--- config.mk ---
export PLATFORM = sky130hd
export DESIGN_NAME = req_dispatch_6
export DESIGN_NICKNAME = d
export VERILOG_FILES = /design/src/rtl/req_dispatch_6.sv
export SDC_FILE = /design/constraint.sdc
export NUM_CORES = 1
export LEC_CHECK = 0
export BUFFER_PORTS_ARGS = -buffer_cell sky130_fd_sc_hd__buf_4
export CELL_PAD_IN_SITES_DETAIL_PLACEMENT = 1
export CELL_PAD_IN_SITES_GLOBAL_PLACEMENT = 1
export CORE_UTILIZATION = 44
export CTS_CLUSTER_DIAMETER = 30
export DETAILED_ROUTE_END_ITERATION = 10
export PLACE_DENSITY_LB_ADDON = 0.2
export SLEW_MARGIN = 30
export SYNTH_ARGS = -nofsm -noshare
export SYNTH_HDL_FRONTEND = slang
export SYNTH_SLANG_ARGS = --single-unit
--- constraint.sdc ---
create_clock -name Clock -period 3.5 [get_ports Clock]
set_input_delay 0 -clock Clock [delete_from_list [all_inputs] [get_ports Clock]]
set_output_delay 0 -clock Clock [all_outputs]
set_load 0.02 [all_outputs]
--- src/rtl/req_dispatch_6.sv ---
// Six-way request dispatcher: latches request lines, raises Irq, offers one source at a time
// round-robin via Valid/Id/Ready and returns a one-cycle one-hot Ack to the claimed source.
module req_dispatch_6 #(
  parameter logic [5:0] BubblesMask = 6'b000000,
  parameter logic [5:0] EdgeMask    = 6'b000000
) (
  input  logic       Clock,
  input  logic       nReset,
  input  logic [5:0] Request,
  input  logic [5:0] Enable,
  output logic       Irq,
  output logic       Valid,
  output logic [2:0] Id,
  input  logic       Ready,
  output logic [5:0] Ack
);

  typedef enum logic [1:0] {IDLE, OFFER, ACK} state_t;

  state_t     r_state;
  state_t     w_state_nxt;
  logic [5:0] r_s_in;
  logic [5:0] r_s_in_d;
  logic [5:0] r_pending;
  logic [5:0] r_in_service;
  logic [2:0] r_ptr;
  logic [2:0] r_id;

  logic       w_claim;
  logic [5:0] w_claim_vec;
  logic [5:0] w_set;
  logic [5:0] w_pending_nxt;
  logic [5:0] w_in_service_nxt;
  logic [5:0] w_avail;
  logic [7:0] w_avail8;
  logic       w_found;
  logic [2:0] w_pick;
  logic [2:0] w_ptr_nxt;
  logic [2:0] w_id_nxt;

  assign w_claim     = (r_state == OFFER) && Ready;
  assign w_claim_vec = w_claim ? (6'b000001 << r_id) : 6'b000000;

  // A level source being claimed this cycle must not re-arm from its still-high input;
  // InService only takes over from the next cycle.
  assign w_set = (EdgeMask & r_s_in & ~r_s_in_d)
               | (~EdgeMask & r_s_in & ~r_in_service & ~w_claim_vec);

  assign w_pending_nxt    = (r_pending & ~w_claim_vec) | w_set;
  assign w_in_service_nxt = ~EdgeMask & (r_in_service | w_claim_vec) & r_s_in;

  assign w_avail  = r_pending & Enable;
  assign w_avail8 = {2'b00, w_avail};
  assign Irq      = |w_avail;

  always_comb begin : rr_pick
    logic [3:0] v_idx;
    v_idx   = 4'd0;
    w_found = 1'b0;
    w_pick  = 3'd0;
    for (int j = 0; j < 6; j++) begin
      v_idx = {1'b0, r_ptr} + 4'(j);
      if (v_idx >= 4'd6) v_idx = v_idx - 4'd6;
      if (!w_found && w_avail8[v_idx[2:0]]) begin
        w_found = 1'b1;
        w_pick  = v_idx[2:0];
      end
    end
  end

  always_comb begin
    w_state_nxt = r_state;
    w_id_nxt    = r_id;
    w_ptr_nxt   = r_ptr;
    Valid       = 1'b0;
    Ack         = 6'b000000;
    case (r_state)
      IDLE: begin
        if (w_found) begin
          w_id_nxt    = w_pick;
          w_state_nxt = OFFER;
        end
      end
      OFFER: begin
        Valid = 1'b1;
        if (Ready) begin
          w_ptr_nxt   = (r_id == 3'd5) ? 3'd0 : r_id + 3'd1;
          w_state_nxt = ACK;
        end
      end
      ACK: begin
        Ack         = 6'b000001 << r_id;
        w_state_nxt = IDLE;
      end
      default: w_state_nxt = IDLE;
    endcase
  end

  assign Id = r_id;

  always_ff @(posedge Clock or negedge nReset) begin
    if (!nReset) begin
      r_state      <= IDLE;
      r_s_in       <= 6'b000000;
      r_s_in_d     <= 6'b000000;
      r_pending    <= 6'b000000;
      r_in_service <= 6'b000000;
      r_ptr        <= 3'd0;
      r_id         <= 3'd0;
    end else begin
      r_state      <= w_state_nxt;
      r_s_in       <= Request ^ BubblesMask;
      r_s_in_d     <= r_s_in;
      r_pending    <= w_pending_nxt;
      r_in_service <= w_in_service_nxt;
      r_ptr        <= w_ptr_nxt;
      r_id         <= w_id_nxt;
    end
  end

endmodule

== Word-level counts from Yosys, hierarchy flattened ==
Cells that the tools add are included.
Word-level totals
  bits in latches: 0
  flip-flop bits (word level): 26
  memory bits (read-only): 0
  bits in writable memories: 0
  memories kept: 0
  input bits: 15
Cells by class
  equality and inequality tests: 5
  reduce and logical (&&, ||, !) cells: 16
  multiply operators: 0
  div/mod/pow operators: 0
  shift operators: 1
  mux-type cells: 37
  add/sub/neg operators: 12
  bitwise operators: 9
  magnitude comparators: 12
Operators by type and width (count)
  two-way mux 3 bit: 13
  AND 6 bit: 5
  < comparator 3 x 4 -> 1 bit, second input constant: 6
  >= comparator 4 x 3 -> 1 bit, second input constant: 5
  binary-select mux 1 bit (select 3 bit): 6
  subtractor 3 bit, second input constant: 6
  two-way mux 1 bit: 13
  two-way mux 6 bit: 2
  NOT 6 bit: 2
  OR 6 bit: 2
  adder 3 x 2 -> 4 bit, second input constant: 2
  adder 3 x 3 -> 4 bit, second input constant: 2
  logical AND 1 bit: 6
  AND reduction 2 bit: 3
  OR reduction 6 bit: 1
  << shifter 1 x 3 -> 6 bit, first input constant: 1
  zero test 1 bit: 5
  adder 3 x 1 -> 4 bit, second input constant: 1
  two-way mux 2 bit: 2
  inequality test 2 bit, second input constant: 2
  case mux 2 bit (2 select lines): 1
  adder 3 x 1 -> 3 bit, second input constant: 1
  == test 3 bit, second input constant: 1
  >= comparator 3 bit, second input constant: 1
  other kinds (3): 3

== Logic depth before layout (Yosys ltp) ==
  word-level depth: 22
  depth in mapped cells: 12
  gate-level depth less buffers: 9

== Least setup slack after synthesis ==
Ideal clock, no wire load.
  path type: reg-to-reg
  start point: register r_ptr[0]
  end point: register r_id[0] (netlist: Id[0])
  clock period less this slack: 2.978 ns
  stages on the path, launching flop included: 12
  path buffers: 4
  setup time: 0.128 ns
  required time: 3.372 ns
  arrival time: 2.851 ns
  setup slack: 0.522 ns
  cell sequence: dfrtp_1 > buf_6 > buf_6 > inv_1 > ha_1 > clkbuf_1 > buf_2 > a21oi_1 > a31o_2 > o311a_2 > o41a_1 > mux2_1
Between the ends
  longest elaborated chain between the ends: 21
  elaborated cells on any way between the ends: 58
RTL lines
  start: declaration: line 26  | logic [2:0] r_ptr;
  start signal: assignment: line 116  | r_ptr <= w_ptr_nxt;
  branches (longest 21 deep; another with adder 3 x 1 -> 4 bit)
  end signal: assignment: line 117  | r_id <= w_id_nxt;
  end: declaration: line 27  | logic [2:0] r_id;
Parallel ways; which one is timed is not known. The select of a mux whose other input is x is not followed.
A chain may end at the register's enable or synchronous reset.

== Worst setup path in the final report ==
  start point: register r_ptr[1]
  end point: register r_id[0] (netlist: Id[0])
Same word-level chain as after synthesis.

==> key figures <==
Global route
  – First-pass GRT wire length: ~10000 µm
  – Number of global-route vias before repair: 1997
  – Overall routing resource usage: 0.2579
  – Largest net degree at the start of global routing: 27
  – Grt ovf: 0
  – Initial antenna violation count: 0

Placed design
  – Dpl hpwl: 4463 µm
  – Placer Congestion: about 0.9
  – Placed instance count: slightly above 300
  – PortBufs: 25
  – Pre-CTS WS: approximately 0.33 ns
  – DP Area: around 2300 µm²

Min path
  – Min-Delay Path Class: input pin to flip-flop

Critical path
  – WS Path Type: flip-flop to flip-flop
  – Critical Path, Cell by Cell: inv_1, ha_1, nor2b_1, o31ai_1, a211o_1, o31ai_1, nand4b_2, o41a_1, mux2_1
  – CP top delay family: compound AO/OA/AOI/OAI gates
  – Worst path arrival time: 3.41 ns
  – Worst-path fanout max: 13
  – CP max-delay cell: dfrtp_1
  – Most used cell along the critical path: o31ai_1
  – Highest cell delay on the worst timing path: ~0.58 ns
  – Critical path launch point type: flip-flop
  – Buf/Inv on CP: 1
  – Req. time, crit path: 3.67 ns
  – CP endpoint kind: flip-flop

Synthesis
  – Largest family of logic cells by synthesized area: simple AND/OR/NAND/NOR gates
  – Synth Area in Compound Gates: 0.2368
  – Mux cell area share after synthesis: 0.03305
  – Syn avg cell area: around 9 µm²
  – Syn_nets: ~260
  – Simple-Gate Fraction of Synth Area: 0.2748
  – Adder-Cell Fraction of Synth Area: 0.06120
  – Dominant cell type by area after synthesis: dfrtp_1
  – Synth top area share: 0.3182
  – Async set-reset flop share out of synthesis: 1.000
  – Netlist cell types: 63
  – Yosys warnings: 0
  – Cells after Synth: approximately 230
  – Synthesized area: 2044 µm²
  – Post-synth EDFFs: 0
  – Sequential-to-total area share from yosys stat: 0.3182
  – XOR/XNOR share of the synthesized area: 0.02570
  – Top FF cell, synth: dfrtp_1
  – #FFs+latches synth: 26
  – Top cells by area, synth: dfrtp_1, ha_1, a21oi_1, nand2_1, nand3_1

Clocking
  – Clock Sinks: 26
  – Clock H-tree levels: 1
  – Num CTS Buffers: 3
  – Post-CTS setup buffer count: 0
  – Clock-pin slew reported for the worst setup and hold paths after clock tree synthesis: approximately 0.1 ns
  – Worst-Skew Late Latency: roughly 0.28 ns
  – Number of hold buffers added after CTS: 7
  – CTS root buf: clkbuf_8
  – # resized after CTS: 0
  – CTS tree: built
  – Clock buffer depth: 2

Detailed routing
  – Antenna viol nets, final: 0
  – Router iterations before antenna repair: 4
  – # DRC: 0
  – Vias per cell: between 5 and 6
  – WL/cell: between 15 and 20 µm
  – Vias: approximately 1900
  – Starting DRT DRC Count: 78
  – WL final: a little under 6000 µm

Cells and area
  – Finished Cell Area: ~2400 µm²
  – Final std cells w/o fill: around 320
  – # diodes: 0
  – Final Util: 0.5462
  – Filler cells: between 500 and 600
  – Nets: 290
  – Area Overhead vs Synth: 17.93%
  – Layout cells sized above 1: 0.1894

Timing
  – Minimum clock period: about 3.2 ns
  – Clock Skews: 0.01117 ns
  – Slew Viols, Final: 0
  – Slew @ Worst Pin: approximately 0.58 ns
  – Setup TNS: 0 ns
  – Final hold slack: around 0.0074 ns
  – Final Hold Fails: 0
  – Headroom to the max-slew limit: 0.6102
  – Final setup vio count: 0
  – Fmax: around 0.31 GHz
  – Final WS setup: 0.2645 ns
  – RSZ-0062 raised after global routing: false
  – Final period util: 0.9244

Power and ir drop
  – Clk network pwr share: 0.106
  – Pint: 1.215 mW
  – Leakage power: 1.015 nW
  – Worst vdd rail ir drop: between 300 and 400 µV
  – PwrDens: 992.4 nW/µm²
  – Switching Share: 0.4923
  – Reg power frac: 0.202
  – Total Power: ~2.4 mW
  – Power share of the combinational group: 0.692
  – Net Sw Power: 1.178 mW

Floorplanning
  – Row cnt: 24
  – Initial core utilization: 0.4632
  – Die height: approximately 70 µm
  – Die extent in x: around 70 µm
  – Die Area: 4923 µm²
  – Total I/O pin count: 26
  – CORE AREA: about 4400 µm²

Flow run
  – Max Cap Viol: 0

Outcome
  – Outcome: finished clean
==> worst reg2reg max path, cell delays in order (launching register included) <==
cell	delay (ns)
dfrtp_1	0.58
inv_1	0.21
ha_1	0.48
nor2b_1	0.09
o31ai_1	0.34
a211o_1	0.22
o31ai_1	0.10
nand4b_2	0.25
o41a_1	0.51
mux2_1	0.34
==> sequential cells by signal, indices dropped and copies added, names as in the netlist <==
register / flops
r_state: 2
r_s_in: 6
r_ptr: 3
r_pending: 6
r_in_service: 6
Id: 3
==> power by group through the flow <==
stage               clock, mW  sequential, mW  combinational [mW]
CTS                     0.258           0.484                1.64
global route            0.268           0.499                1.81
global placement            0           0.483                1.58
detailed placement          0           0.486                1.62
floorplan                   0           0.473                1.23
finish                  0.254           0.484                1.65
==> logic make-up (layout without fill, tap and decap cells) <==
group / count (synthesis) / in the layout
AOI/OAI and AO/OA: 69 / 69
xor gates and xnor gates: 6 / 6
adders and majority gates: 10 / 10
buffers and inverters: 22 / 53
DFF: 26 / 26
muxes: 4 / 4
and+or+nand+nor: 96 / 96
==> cells in the final DEF, fill, tap and decap left out, types with 5 or more instances in the layout <==
master and instances:
a21oi_1 17, and2_1 6, buf_4 28, dfrtp_1 26, dlygate4sd3_1 7, ha_1 10
inv_1 13, nand2_1 19, nand2b_1 6, nand3_1 12, nand3b_1 8, nor2_1 15
nor3_1 5, o21a_1 7, o21ai_0 10
==> path summary, 6_finish.rpt <==
kind                                      start                   endpoint  slack, ns  cells after the start
min in group asynchronous                nReset  r_in_service[0]$_DFF_PN0_       0.16                      2
hold / removal                            Ready     r_state[0]$_DFFE_PN0P_      0.007                      3
hold reg to reg             r_s_in[1]$_DFF_PN0_  r_in_service[1]$_DFF_PN0_       0.49                      1
max in group asynchronous                nReset     r_pending[3]$_DFF_PN0_       3.07                      2
setup / recovery           r_ptr[1]$_DFFE_PN0P_          Id[0]$_DFFE_PN0P_       0.26                      9
setup reg to reg           r_ptr[1]$_DFFE_PN0P_          Id[0]$_DFFE_PN0P_       0.26                      9
==> per-layer routing <==
layer | track usage | wire length, µm
met2 | 0.4316 | 2844
met5 | 0 | 0
met1 | 0.3416 | 2709
met3 | 0.04762 | 210
met4 | 0.06889 | 76
==> layout make-up <==
type | count | area [µm²] | share of cell area
clock buffers | 3 | 41.29 | 0.01713
inverters | 14 | 52.55 | 0.02180
well taps | 52 | 65.06 | 0.02698
multi-input cells | 185 | 1291 | 0.5355
repair buffers | 35 | 280.3 | 0.1162
flip-flops and latches | 26 | 650.6 | 0.2698
clock inverters | 1 | 30.03 | 0.01245
==> synth_stat cells, drive strengths merged (3+ instances only) <==
master / count
nor3: 6
nand3b: 9
dfrtp: 26
nor4: 3
o21ai: 10
nand2b: 6
a211o: 3
o31ai: 3
nor2b: 4
nor2: 15
nand2: 20
inv: 13
and2: 7
a21oi: 18
nand3: 13
o21a: 8
a22oi: 4
xnor2: 4
ha: 10
o22ai: 3
buf: 6
(Power assumes the default switching activity.)
